[config.mk]
export PLATFORM = sky130hd
export DESIGN_NAME = rc4_sbox_engine_flat
export DESIGN_NICKNAME = d
export VERILOG_FILES = /design/src/rtl/rc4_sbox_engine_pkg.sv /design/src/rtl/rc4_sbox_engine_if.sv /design/src/rtl/rc4_sbox_engine_outreg.sv /design/src/rtl/rc4_sbox_engine.sv /design/src/flat_wrapper.sv
export SDC_FILE = /design/constraint.sdc
export NUM_CORES = 1
export LEC_CHECK = 0
export CAP_MARGIN = 20
export CELL_PAD_IN_SITES_DETAIL_PLACEMENT = 1
export CELL_PAD_IN_SITES_GLOBAL_PLACEMENT = 1
export CORE_AREA = 2 2 191 156
export CTS_CLUSTER_DIAMETER = 50
export DETAILED_ROUTE_END_ITERATION = 8
export DIE_AREA = 0 0 193 158
export GPL_TIMING_DRIVEN = 0
export MAX_ROUTING_LAYER = met4
export PLACE_DENSITY = 0.68
export SYNTH_ARGS = -nofsm -noshare
export SYNTH_HDL_FRONTEND = slang
export SYNTH_SLANG_ARGS = --single-unit
[constraint.sdc]
create_clock -name clk -period 9.1 [get_ports clk]
set_clock_uncertainty 0.1 [all_clocks]
set_input_delay 1.82 -clock clk [delete_from_list [all_inputs] [get_ports clk]]
set_output_delay 1.82 -clock clk [all_outputs]
set_load 0.01 [all_outputs]
[src/rtl/rc4_sbox_engine_pkg.sv]
// Shared types and constants for the RC4 S-box control engine and its bench.
package rc4_pkg;
   localparam int BYTE_W           = 8;
   localparam int SBOX_DEPTH       = 256;
   localparam int KSA_CYCLES       = 512;
   localparam int PRGA_STEP_CYCLES = 3;

   typedef logic [BYTE_W-1:0] byte_t;

   typedef enum logic [2:0] {
      IDLE,
      INIT,
      KSA_RD,
      KSA_SW,
      PR_RD,
      PR_SW,
      PR_OUT
   } state_t;
endpackage

[src/rtl/rc4_sbox_engine_if.sv]
// S-box RAM bus plus keystream valid/ready channel; master is the engine.
interface rc4_sbox_engine_if;
   import rc4_pkg::*;

   byte_t ks_data;
   logic  ks_valid;
   logic  ks_ready;
   logic  sbox_rst_n;
   logic  sbox_wen;
   byte_t raddr_1;
   byte_t rdata_1;
   byte_t waddr_2;
   byte_t wdata_2;
   byte_t addr_3;
   byte_t wdata_3;
   byte_t rdata_3;

   modport master (
      output ks_data, ks_valid, sbox_rst_n, sbox_wen,
      output raddr_1, waddr_2, wdata_2, addr_3, wdata_3,
      input  ks_ready, rdata_1, rdata_3
   );

   modport slave (
      input  ks_data, ks_valid, sbox_rst_n, sbox_wen,
      input  raddr_1, waddr_2, wdata_2, addr_3, wdata_3,
      output ks_ready, rdata_1, rdata_3
   );
endinterface

[src/rtl/rc4_sbox_engine_outreg.sv]
// One-entry keystream output register; holds data/valid stable until accepted.
module rc4_ks_outreg
   import rc4_pkg::*;
(
   input  logic  clk,
   input  logic  rst,
   input  logic  flush,
   input  logic  load,
   input  byte_t din,
   input  logic  ready,
   output byte_t data,
   output logic  valid,
   output logic  can_load
);
   assign can_load = !valid || ready;

   always_ff @(posedge clk) begin
      if (rst) begin
         data  <= '0;
         valid <= 1'b0;
      end else if (flush) begin
         valid <= 1'b0;
      end else if (load && can_load) begin
         data  <= din;
         valid <= 1'b1;
      end else if (valid && ready) begin
         valid <= 1'b0;
      end
   end
endmodule

[src/rtl/rc4_sbox_engine.sv]
// RC4 control engine: sequences KSA then PRGA over an external 3-port S-box RAM.
module rc4_sbox_engine
   import rc4_pkg::*;
#(
   parameter int KEY_MAX = 16
) (
   input  logic                   clk,
   input  logic                   rst,
   input  logic                   start,
   input  logic                   stop,
   input  logic [8*KEY_MAX-1:0]   key,
   input  logic [4:0]             key_len,
   output logic                   busy,
   rc4_sbox_engine_if.master      bus
);
   localparam int KI = (KEY_MAX > 1) ? $clog2(KEY_MAX) : 1;

   state_t        state, state_n;
   byte_t         i, j, t, si_q;
   logic [KI-1:0] kidx, last_idx;
   byte_t         key_b [KEY_MAX];
   logic          key_ok, accept, cap, can_load;
   logic          sbox_rst_n, sbox_wen;
   byte_t         raddr_1, waddr_2, wdata_2, addr_3, wdata_3;
   byte_t         ks_data;
   logic          ks_valid;

   assign key_ok = (key_len != 5'd0) && (int'(key_len) <= KEY_MAX);
   assign accept = (state == IDLE) && start && !stop && key_ok;
   assign busy   = (state != IDLE);

   always_ff @(posedge clk) begin
      if (rst) state <= IDLE;
      else     state <= state_n;
   end

   always_comb begin
      state_n    = state;
      sbox_rst_n = 1'b1;
      sbox_wen   = 1'b0;
      raddr_1    = '0;
      waddr_2    = '0;
      wdata_2    = '0;
      addr_3     = '0;
      wdata_3    = '0;
      cap        = 1'b0;
      case (state)
         IDLE:   if (accept) state_n = INIT;
         INIT: begin
            sbox_rst_n = 1'b0;
            state_n    = KSA_RD;
         end
         KSA_RD: begin
            raddr_1 = i;
            state_n = KSA_SW;
         end
         // Swap S[i] <-> S[j]: port 2 writes S[j] into i, port 3 writes old S[i] into j
         KSA_SW, PR_SW: begin
            addr_3   = j;
            waddr_2  = i;
            wdata_2  = bus.rdata_3;
            wdata_3  = si_q;
            sbox_wen = 1'b1;
            if (state == PR_SW)              state_n = PR_OUT;
            else if (i == byte_t'(SBOX_DEPTH-1)) state_n = PR_RD;
            else                             state_n = KSA_RD;
         end
         PR_RD: begin
            raddr_1 = i + 8'd1;
            state_n = PR_SW;
         end
         PR_OUT: begin
            raddr_1 = t;
            if (can_load) begin
               cap     = 1'b1;
               state_n = PR_RD;
            end
         end
         default: state_n = IDLE;
      endcase
      if (stop) state_n = IDLE;
   end

   always_ff @(posedge clk) begin
      if (accept)
         for (int n = 0; n < KEY_MAX; n++) key_b[n] <= key[8*n +: 8];
   end

   always_ff @(posedge clk) begin
      if (rst) begin
         i        <= '0;
         j        <= '0;
         t        <= '0;
         si_q     <= '0;
         kidx     <= '0;
         last_idx <= '0;
      end else begin
         case (state)
            IDLE: if (accept) begin
               i        <= '0;
               j        <= '0;
               kidx     <= '0;
               last_idx <= KI'(key_len - 5'd1);
            end
            KSA_RD: begin
               si_q <= bus.rdata_1;
               j    <= j + bus.rdata_1 + key_b[kidx];
            end
            KSA_SW: begin
               kidx <= (kidx == last_idx) ? '0 : kidx + KI'(1);
               if (i == byte_t'(SBOX_DEPTH-1)) begin
                  i <= '0;
                  j <= '0;
               end else begin
                  i <= i + 8'd1;
               end
            end
            PR_RD: begin
               i    <= i + 8'd1;
               si_q <= bus.rdata_1;
               j    <= j + bus.rdata_1;
            end
            PR_SW:   t <= si_q + bus.rdata_3;
            default: ;
         endcase
      end
   end

   rc4_ks_outreg u_outreg (
      .clk      (clk),
      .rst      (rst),
      .flush    (stop),
      .load     (cap),
      .din      (bus.rdata_1),
      .ready    (bus.ks_ready),
      .data     (ks_data),
      .valid    (ks_valid),
      .can_load (can_load)
   );

   assign bus.ks_data    = ks_data;
   assign bus.ks_valid   = ks_valid;
   assign bus.sbox_rst_n = sbox_rst_n;
   assign bus.sbox_wen   = sbox_wen;
   assign bus.raddr_1    = raddr_1;
   assign bus.waddr_2    = waddr_2;
   assign bus.wdata_2    = wdata_2;
   assign bus.addr_3     = addr_3;
   assign bus.wdata_3    = wdata_3;
endmodule
[src/flat_wrapper.sv]
// flat-port wrapper written by rule: the top's interface ports become plain ports
module rc4_sbox_engine_flat import rc4_pkg::*;
#(
   parameter int KEY_MAX = 16
)
  (clk, rst, start, stop, key, key_len, busy, bus_ks_data, bus_ks_valid, bus_sbox_rst_n, bus_sbox_wen, bus_raddr_1, bus_waddr_2, bus_wdata_2, bus_addr_3, bus_wdata_3, bus_ks_ready, bus_rdata_1, bus_rdata_3);
  rc4_sbox_engine_if bus_i ();
  input  logic clk;
  input  logic rst;
  input  logic start;
  input  logic stop;
  input  logic [8*KEY_MAX-1:0] key;
  input  logic [4:0] key_len;
  output logic busy;
  output wire logic [$bits(bus_i.ks_data)-1:0] bus_ks_data;
  output wire logic [$bits(bus_i.ks_valid)-1:0] bus_ks_valid;
  output wire logic [$bits(bus_i.sbox_rst_n)-1:0] bus_sbox_rst_n;
  output wire logic [$bits(bus_i.sbox_wen)-1:0] bus_sbox_wen;
  output wire logic [$bits(bus_i.raddr_1)-1:0] bus_raddr_1;
  output wire logic [$bits(bus_i.waddr_2)-1:0] bus_waddr_2;
  output wire logic [$bits(bus_i.wdata_2)-1:0] bus_wdata_2;
  output wire logic [$bits(bus_i.addr_3)-1:0] bus_addr_3;
  output wire logic [$bits(bus_i.wdata_3)-1:0] bus_wdata_3;
  input wire logic [$bits(bus_i.ks_ready)-1:0] bus_ks_ready;
  input wire logic [$bits(bus_i.rdata_1)-1:0] bus_rdata_1;
  input wire logic [$bits(bus_i.rdata_3)-1:0] bus_rdata_3;
  assign bus_ks_data = bus_i.ks_data;
  assign bus_ks_valid = bus_i.ks_valid;
  assign bus_sbox_rst_n = bus_i.sbox_rst_n;
  assign bus_sbox_wen = bus_i.sbox_wen;
  assign bus_raddr_1 = bus_i.raddr_1;
  assign bus_waddr_2 = bus_i.waddr_2;
  assign bus_wdata_2 = bus_i.wdata_2;
  assign bus_addr_3 = bus_i.addr_3;
  assign bus_wdata_3 = bus_i.wdata_3;
  assign bus_i.ks_ready = bus_ks_ready;
  assign bus_i.rdata_1 = bus_rdata_1;
  assign bus_i.rdata_3 = bus_rdata_3;
  rc4_sbox_engine #(.KEY_MAX(KEY_MAX)) u_core (.clk(clk), .rst(rst), .start(start), .stop(stop), .key(key), .key_len(key_len), .busy(busy), .bus(bus_i));
endmodule
==> results of run 1 <==
per-stage QoR:
step	cells	utilization, %	hold slack [ns]
finish	1240	40.3	0.397
CTS	1240	40.3	0.397
detailed placement	1208	38.3	0.385
floorplan	626	-	0.332
global placement	1207	38.2	0.375
global route	1240	40.3	0.422
layout make-up:
| class | instances | share of cell area (%) |
|---|---|---|
| buffer | 30 | 1.34 |
| clock buffer | 23 | 4.23 |
| clock inverter | 9 | 0.584 |
| inverter | 16 | 0.519 |
| multi-input combinational | 396 | 28.5 |
| sequential | 184 | 42.9 |
| tap | 377 | 4.08 |
| timing repair buffer | 205 | 17.9 |
layout by cell type, fill, tap and decap left out, drive strengths merged, types with 15 or more instances in the layout:
cell,Yosys,layout
xor2,15,15
clkdlybuf4s50,0,204
buf,18,19
a21oi,36,36
mux4,39,39
dfxtp,56,56
nor3,15,15
edfxtp,128,128
clkbuf,12,35
xnor2,15,15
o21ai,21,21
and2,36,36
inv,16,20
nor2,68,68
ha,24,24
mux2i,27,27
path summary, 6_finish.rpt:
path	from	to
worst max-delay path	u_core.state[1]$_SDFFE_PP0P_	bus_addr_3[4]
worst min-delay path	u_core.u_outreg.data[2]$_SDFFE_PP0P_	u_core.u_outreg.data[2]$_SDFFE_PP0P_
worst max register to register	flip-flop	u_core.j[6]$_SDFFE_PP0P_
worst min register to register	u_core.u_outreg.data[2]$_SDFFE_PP0P_	u_core.u_outreg.data[2]$_SDFFE_PP0P_
per-layer routing:
layer / vias to the layer above / track usage (%) / wire length [um]
li1: 2807 / - / -
met1: 2872 / 22.2 / 11400
met2: 144 / 25.5 / 10600
met3: 11 / 3.84 / 1310
met4: 0 / 4.26 / 228
met5: - / - / 0
flip-flops by register name (all words and copies together), names as in the netlist, named ones only:
| name | flops |
|---|---|
| u_core.i | 8 |
| u_core.j | 8 |
| u_core.key_b | 128 |
| u_core.kidx | 4 |
| u_core.last_idx | 4 |
| u_core.si_q | 8 |
| u_core.state | 3 |
| u_core.t | 8 |
| u_core.u_outreg.data | 8 |
| u_core.u_outreg.valid | 1 |
kinds of logic (layout without fill, tap and decap cells):
logic type	after synthesis	after routing	synth area share (%)
buffers and inverters	46	283	2.47
adders and majority gates	27	27	4.25
muxes	66	66	13.6
DFF	184	184	58.6
AOI/OAI and AO/OA	95	95	7.09
xor gates and xnor gates	30	30	3.10
and+or+nand+nor	178	178	10.9
power by group through the flow:
stage / registers, mW / clock network, mW / logic, mW
global route: 0.927 / 0.764 / 0.156
CTS: 0.925 / 0.735 / 0.144
detailed placement: 0.944 / 0 / 0.144
global placement: 0.945 / 0 / 0.139
finish: 0.925 / 0.715 / 0.143
floorplan: 0.943 / 0 / 0.0524
worst min-delay path: stages, from the launching register on:
cell and delay, ns:
dfxtp_1 0.33, mux2i_1 0.07, nor2_1 0.07
==> run_results.csv, run 1 <==
group,metric,value,unit
power_and_ir_drop,p_seq_share,51.9,%
final_layout,final_cell_area,11600,um^2
setup_path,path_cells,"buf_2 -> nor2b_1 -> buf_2 -> nand2_1 -> o21ai_0 -> clkbuf_1 -> and2_1 -> clkdlybuf4s50_1",
synthesis,syn_inst,626,
power_and_ir_drop,comb_power_share,8.0,%
clock_network,insertion_delay,0.43,ns
floorplan,die_area,30500,um^2
synthesis,synth_edf_count,128,
sta,worst_pin_slew,0.853,ns
sta,fin_crit,5.06,ns
final_layout,area_growth,36.7,%
clock_network,cts_buffers,17,
drt,drt-total-wl,23.5,mm
synthesis,synth_top_area_share,45.4,%
synthesis,synth.most_common_cell,"edfxtp_1",
setup_path,cp.arrival,3.14,ns
power_and_ir_drop,ir_drop,0.000114,V
clock_network,clockRootBuffer,"clkbuf_16",
power_and_ir_drop,p_per_area,154,nW/um^2
sta,min_period_over_period,55.6,%
clock_network,clk_pin_slew,0.07,ns
setup_path,cp_slowest_stage_delay,0.54,ns
setup_path,cp-end-kind,"output pin",
synthesis,synth.avg_cell_area,13.5,um^2
setup_path,cpMostUsedCell,"buf_2",
global_routing,overflow,0,
placement,place_congestion,0.790,
synthesis,yosysWarnings,0,
sta,finalWorstSetupSlack,4.04,ns
status,outcome,"finished clean",
clock_network,cts_hold_buf,0,
placement,dp_slack,3.69,ns
clock_network,clock-sinks,184,
drt,drc,0,
synthesis,synth_cell_types,55,
final_layout,final_net_count,1031,
setup_path,critical_path_buf_inv_count,4,
floorplan,start_util,29.5,%
setup_path,crit_type,"reg2out",
synthesis,ys_seq_area_share,58.6,%
job,max-cap-violations,0,
setup_path,worst-path-stages,8,
sta,hold_viol,0,
final_layout,antenna_cells,0,
synthesis,ys_ff_latch,184,
worst_hold_path,hp-class,"reg2reg",
synthesis,netlist_area,8470,um^2
synthesis,synth_area_leaders,"edfxtp_1 45%, dfxtp_1 13%, mux4_2 10%, ha_1 3.5%, mux2i_1 3.2%",
sta,max-slew-margin-rel,42.5,%
global_routing,grt_usage,16.6,%
drt,vias_per_cell,4.70,
final_layout,sequential_cell_area,4960,um^2
global_routing,grt_pass1_wl,36.5,mm
setup_path,crit_path_top_delay_cell,"clkdlybuf4s50_1",
drt,drt_first_pass_iters,6,
global_routing,first_global_vias,6367,
synthesis,synthFlopType,"edfxtp_1",
drt,vias,5834,
power_and_ir_drop,total_power,1.78,mW
synthesis,synth_commonest_cells,"128 x edfxtp_1, 67 x nor2_1, 56 x dfxtp_1, 38 x mux4_2, 36 x a21oi_1",
sta,drv_slew,0,
sta,rsz0062_at_grt,"false",
setup_path,ff2ff_setup_slack,4.95,ns
clock_network,htree_levels,4,
final_layout,multiInputGateArea,3300,um^2
setup_path,critPathMaxFanout,10,
final_layout,nFillCells,3056,
power_and_ir_drop,switching_share,22.2,%
clock_network,post_cts_buffers,0,
final_layout,drive_gt1_share,10.4,%
clock_network,cts_resized,0,
worst_hold_path,hold_path_depth,2,
setup_path,r2r_cells,13,
synthesis,synth-async-reset-ratio,0,%
setup_path,worst_setup_path_start_kind,"flip-flop",
drt,drt-initial-drc-count,292,
sta,setup_viol,0,
power_and_ir_drop,power_frac_clock,40.1,%
global_routing,grt_max_degree,74,
placement,port_buffers,204,
floorplan,die_x,193,um
floorplan,core_area,28700,um^2
power_and_ir_drop,power.internal,1.39,mW
floorplan,row_count,56,
placement,dpl_cell_area,11000,um^2
clock_network,cts_buffer_depth,2,
clock_network,cts_tree,"done",
power_and_ir_drop,p_leak,3.95,nW
setup_path,critPathRequiredTime,7.18,ns
sta,tns,0,ns
floorplan,ios,206,
synthesis,syn-num-nets,807,
floorplan,die_y,158,um
drt,ant_nets,0,
placement,dp_hpwl,18.0,mm
synthesis,synth_top_cell_by_area,"edfxtp_1",
global_routing,antenna_found_initial,0,
sta,fmax,198,MHz
setup_path,crit_family,"buffers and inverters",
power_and_ir_drop,p_sw,396,uW
drt,wire_per_inst,19.0,um
Power figures use the tool's default switching activity.
==> inputs of run 2 (changes only) <==
==> constraint.sdc (replaced) <==
create_clock -name clk -period 5.2 [get_ports clk]
set_clock_uncertainty 0.1 [all_clocks]
set_input_delay 1.04 -clock clk [delete_from_list [all_inputs] [get_ports clk]]
set_output_delay 1.04 -clock clk [all_outputs]
set_load 0.01 [all_outputs]
==> results of run 2 <==
Same layout as run 1 (identical final DEF). Status: finished clean.
Among the figures that moved: setup slack after placement 3.69 ns -> 0.566 ns; setup slack after layout 4.04 ns -> 0.920 ns; register-to-register setup slack 4.95 ns -> 1.05 ns; total power 1.78 mW -> 3.12 mW; worst IR drop on VDD 0.000114 V -> 0.000199 V
==> inputs of run 3 (changes only) <==
==> constraint.sdc (replaced) <==
create_clock -name clk -period 4.14 [get_ports clk]
set_clock_uncertainty 0.1 [all_clocks]
set_input_delay 0.828 -clock clk [delete_from_list [all_inputs] [get_ports clk]]
set_output_delay 0.828 -clock clk [all_outputs]
set_load 0.01 [all_outputs]
==> run_results.csv, run 3 (synthesis gave the netlist of run 1 again) <==
group,metric,value,unit
drt,drc,0,
drt,ant_nets,0,
power_and_ir_drop,ir_drop,0.000247,V
setup_path,crit_type,"reg2reg",
sta,fmax,258,MHz
global_routing,grt_usage,16.6,%
final_layout,drive_gt1_share,11.1,%
setup_path,critPathMaxFanout,10,
placement,port_buffers,204,
clock_network,cts_buffers,17,
placement,place_congestion,0.790,
final_layout,largest_register_ffs,128,
power_and_ir_drop,p_leak,3.97,nW
setup_path,r2r_cells,13,
sta,drv_slew,0,
sta,rsz0062_at_grt,"false",
final_layout,area_growth,37.0,%
setup_path,cp-end-kind,"flip-flop",
sta,hold_viol,0,
final_layout,final_cell_mix,"204 x clkdlybuf4s50_1, 128 x edfxtp_1, 67 x nor2_1, 56 x dfxtp_1, 38 x mux4_2",
floorplan,die_x,193,um
placement,dp_hpwl,18.0,mm
job,max-cap-violations,0,
setup_path,critPathRequiredTime,4.33,ns
global_routing,first_global_vias,6367,
global_routing,antenna_found_initial,0,
setup_path,worst_setup_path_start_kind,"flip-flop",
sta,min_period_over_period,93.7,%
clock_network,clk_pin_slew,0.07,ns
worst_hold_path,min_to,"u_core.t[0]$_SDFFE_PP0N_",
status,outcome,"finished clean",
clock_network,htree_levels,4,
final_layout,final_net_count,1031,
global_routing,grt_max_degree,74,
global_routing,overflow,0,
clock_network,cts_buffer_depth,2,
sta,max-slew-margin-rel,50.7,%
final_layout,top_register,"u_core.key_b",
clock_network,post_cts_buffers,0,
drt,vias,5846,
global_routing,grt_pass1_wl,36.5,mm
clock_network,insertion_delay,0.44,ns
floorplan,ios,206,
clock_network,clockRootBuffer,"clkbuf_16",
worst_hold_path,hp-class,"reg2reg",
sta,holdWs,0.397,ns
sta,finalWorstSetupSlack,0.261,ns
final_layout,final_cell_area,11600,um^2
floorplan,die_y,158,um
floorplan,start_util,29.5,%
setup_path,ff2ff_setup_slack,0.26,ns
worst_hold_path,min_from,"u_core.t[0]$_SDFFE_PP0N_",
placement,dpl_cell_area,11000,um^2
drt,wire_per_inst,19.0,um
placement,dp_slack,-0.282,ns
floorplan,core_area,28700,um^2
setup_path,r2r_end,"u_core.j[6]$_SDFFE_PP0P_",
worst_hold_path,hold_path_depth,2,
clock_network,cts_hold_buf,0,
clock_network,clock-sinks,184,
final_layout,antenna_cells,0,
power_and_ir_drop,total_power,3.91,mW
drt,drt_first_pass_iters,6,
sta,worst_pin_slew,0.730,ns
drt,drt-total-wl,23.5,mm
drt,vias_per_cell,4.71,
sta,fin_crit,3.88,ns
clock_network,cts_tree,"done",
drt,drt-initial-drc-count,287,
floorplan,row_count,56,
floorplan,die_area,30500,um^2
power_and_ir_drop,p_per_area,337,nW/um^2
final_layout,final_common_cell,"clkdlybuf4s50_1",
setup_path,cp.arrival,4.07,ns
sta,setup_viol,0,
==> run 3: cell types whose count changed in the layout (fill, tap and decap cells not counted), moves of 2 or more <==
cell	change
a21oi_1	-2
a21oi_2	+2
buf_4	-2
clkbuf_1	-2
clkbuf_2	+2
==> run 3: metal layers <==
metal | GRT usage, % | vias to the layer above | part of all wire [%] | routed length [um]
li1 | - | 2809 | - | -
met1 | 22.2 | 2876 | 47 | 11000
met2 | 25.5 | 155 | 46 | 10700
met3 | 3.84 | 6 | 6.7 | 1580
met4 | 4.26 | 0 | 0.75 | 176
met5 | - | - | 0 | 0
==> run 3: metrics by stage <==
step                      instances  TNS, ns  util [%]
final                          1240        0      40.4
after global routing           1240        0      40.4
after CTS                      1240        0      40.3
after detailed placement       1208   -0.334      38.3
after global placement         1207  -126.58      38.2
after floorplan                 626        0         -
==> run 3: critical path, stage by stage, from the launching register on <==
cell and delay [ns]:
dfxtp_1 0.44, buf_2 0.31, buf_2 0.37, mux4_2 0.36, mux4_2 0.55, ha_1 0.27
inv_1 0.08, fa_1 0.20, nor2b_1 0.06, o21ai_0 0.22, a21oi_1 0.13, or3_1 0.36
a32oi_1 0.21, a21oi_1 0.09
==> run 3: layout make-up <==
type / instances / area (um^2)
clock buffer: 23 / 489
inverter: 16 / 60.1
clock inverter: 9 / 67.6
buffer: 30 / 173
fill: 3058 / 17100
multi-input combinational: 396 / 3310
timing repair buffer: 205 / 2070
tap: 377 / 472
sequential: 184 / 4960
==> run 3: worst max-delay path by stage <==
stage                                       from                        to  slack (ns)  cells past startpoint
floorplan                             key_len[0]                 flip-flop        0.16                      9
global placement                      key_len[0]                 flip-flop       -1.33                     10
detailed placement                bus_rdata_1[0]  u_core.j[7]$_SDFFE_PP0P_       -0.28                     15
CTS                 u_core.state[1]$_SDFFE_PP0P_            bus_waddr_2[1]        0.03                      8
global route                           flip-flop  u_core.j[6]$_SDFFE_PP0P_       0.009                     14
finish                                 flip-flop  u_core.j[6]$_SDFFE_PP0P_        0.26                     13
==> run 3: timing repair <==
item / CTS / global route
gates resized for setup: 2 / 10
endpoints found under the hold margin: 0 / 0
setup endpoints to repair: 7 / 26
==> run 3: where the power goes <==
part | switching, mW | total [mW] | internal [mW]
registers | 0.0134 | 2.03 | 2.02
logic | 0.128 | 0.314 | 0.186
clock network | 0.722 | 1.56 | 0.842
total | 0.863 | 3.91 | 3.05
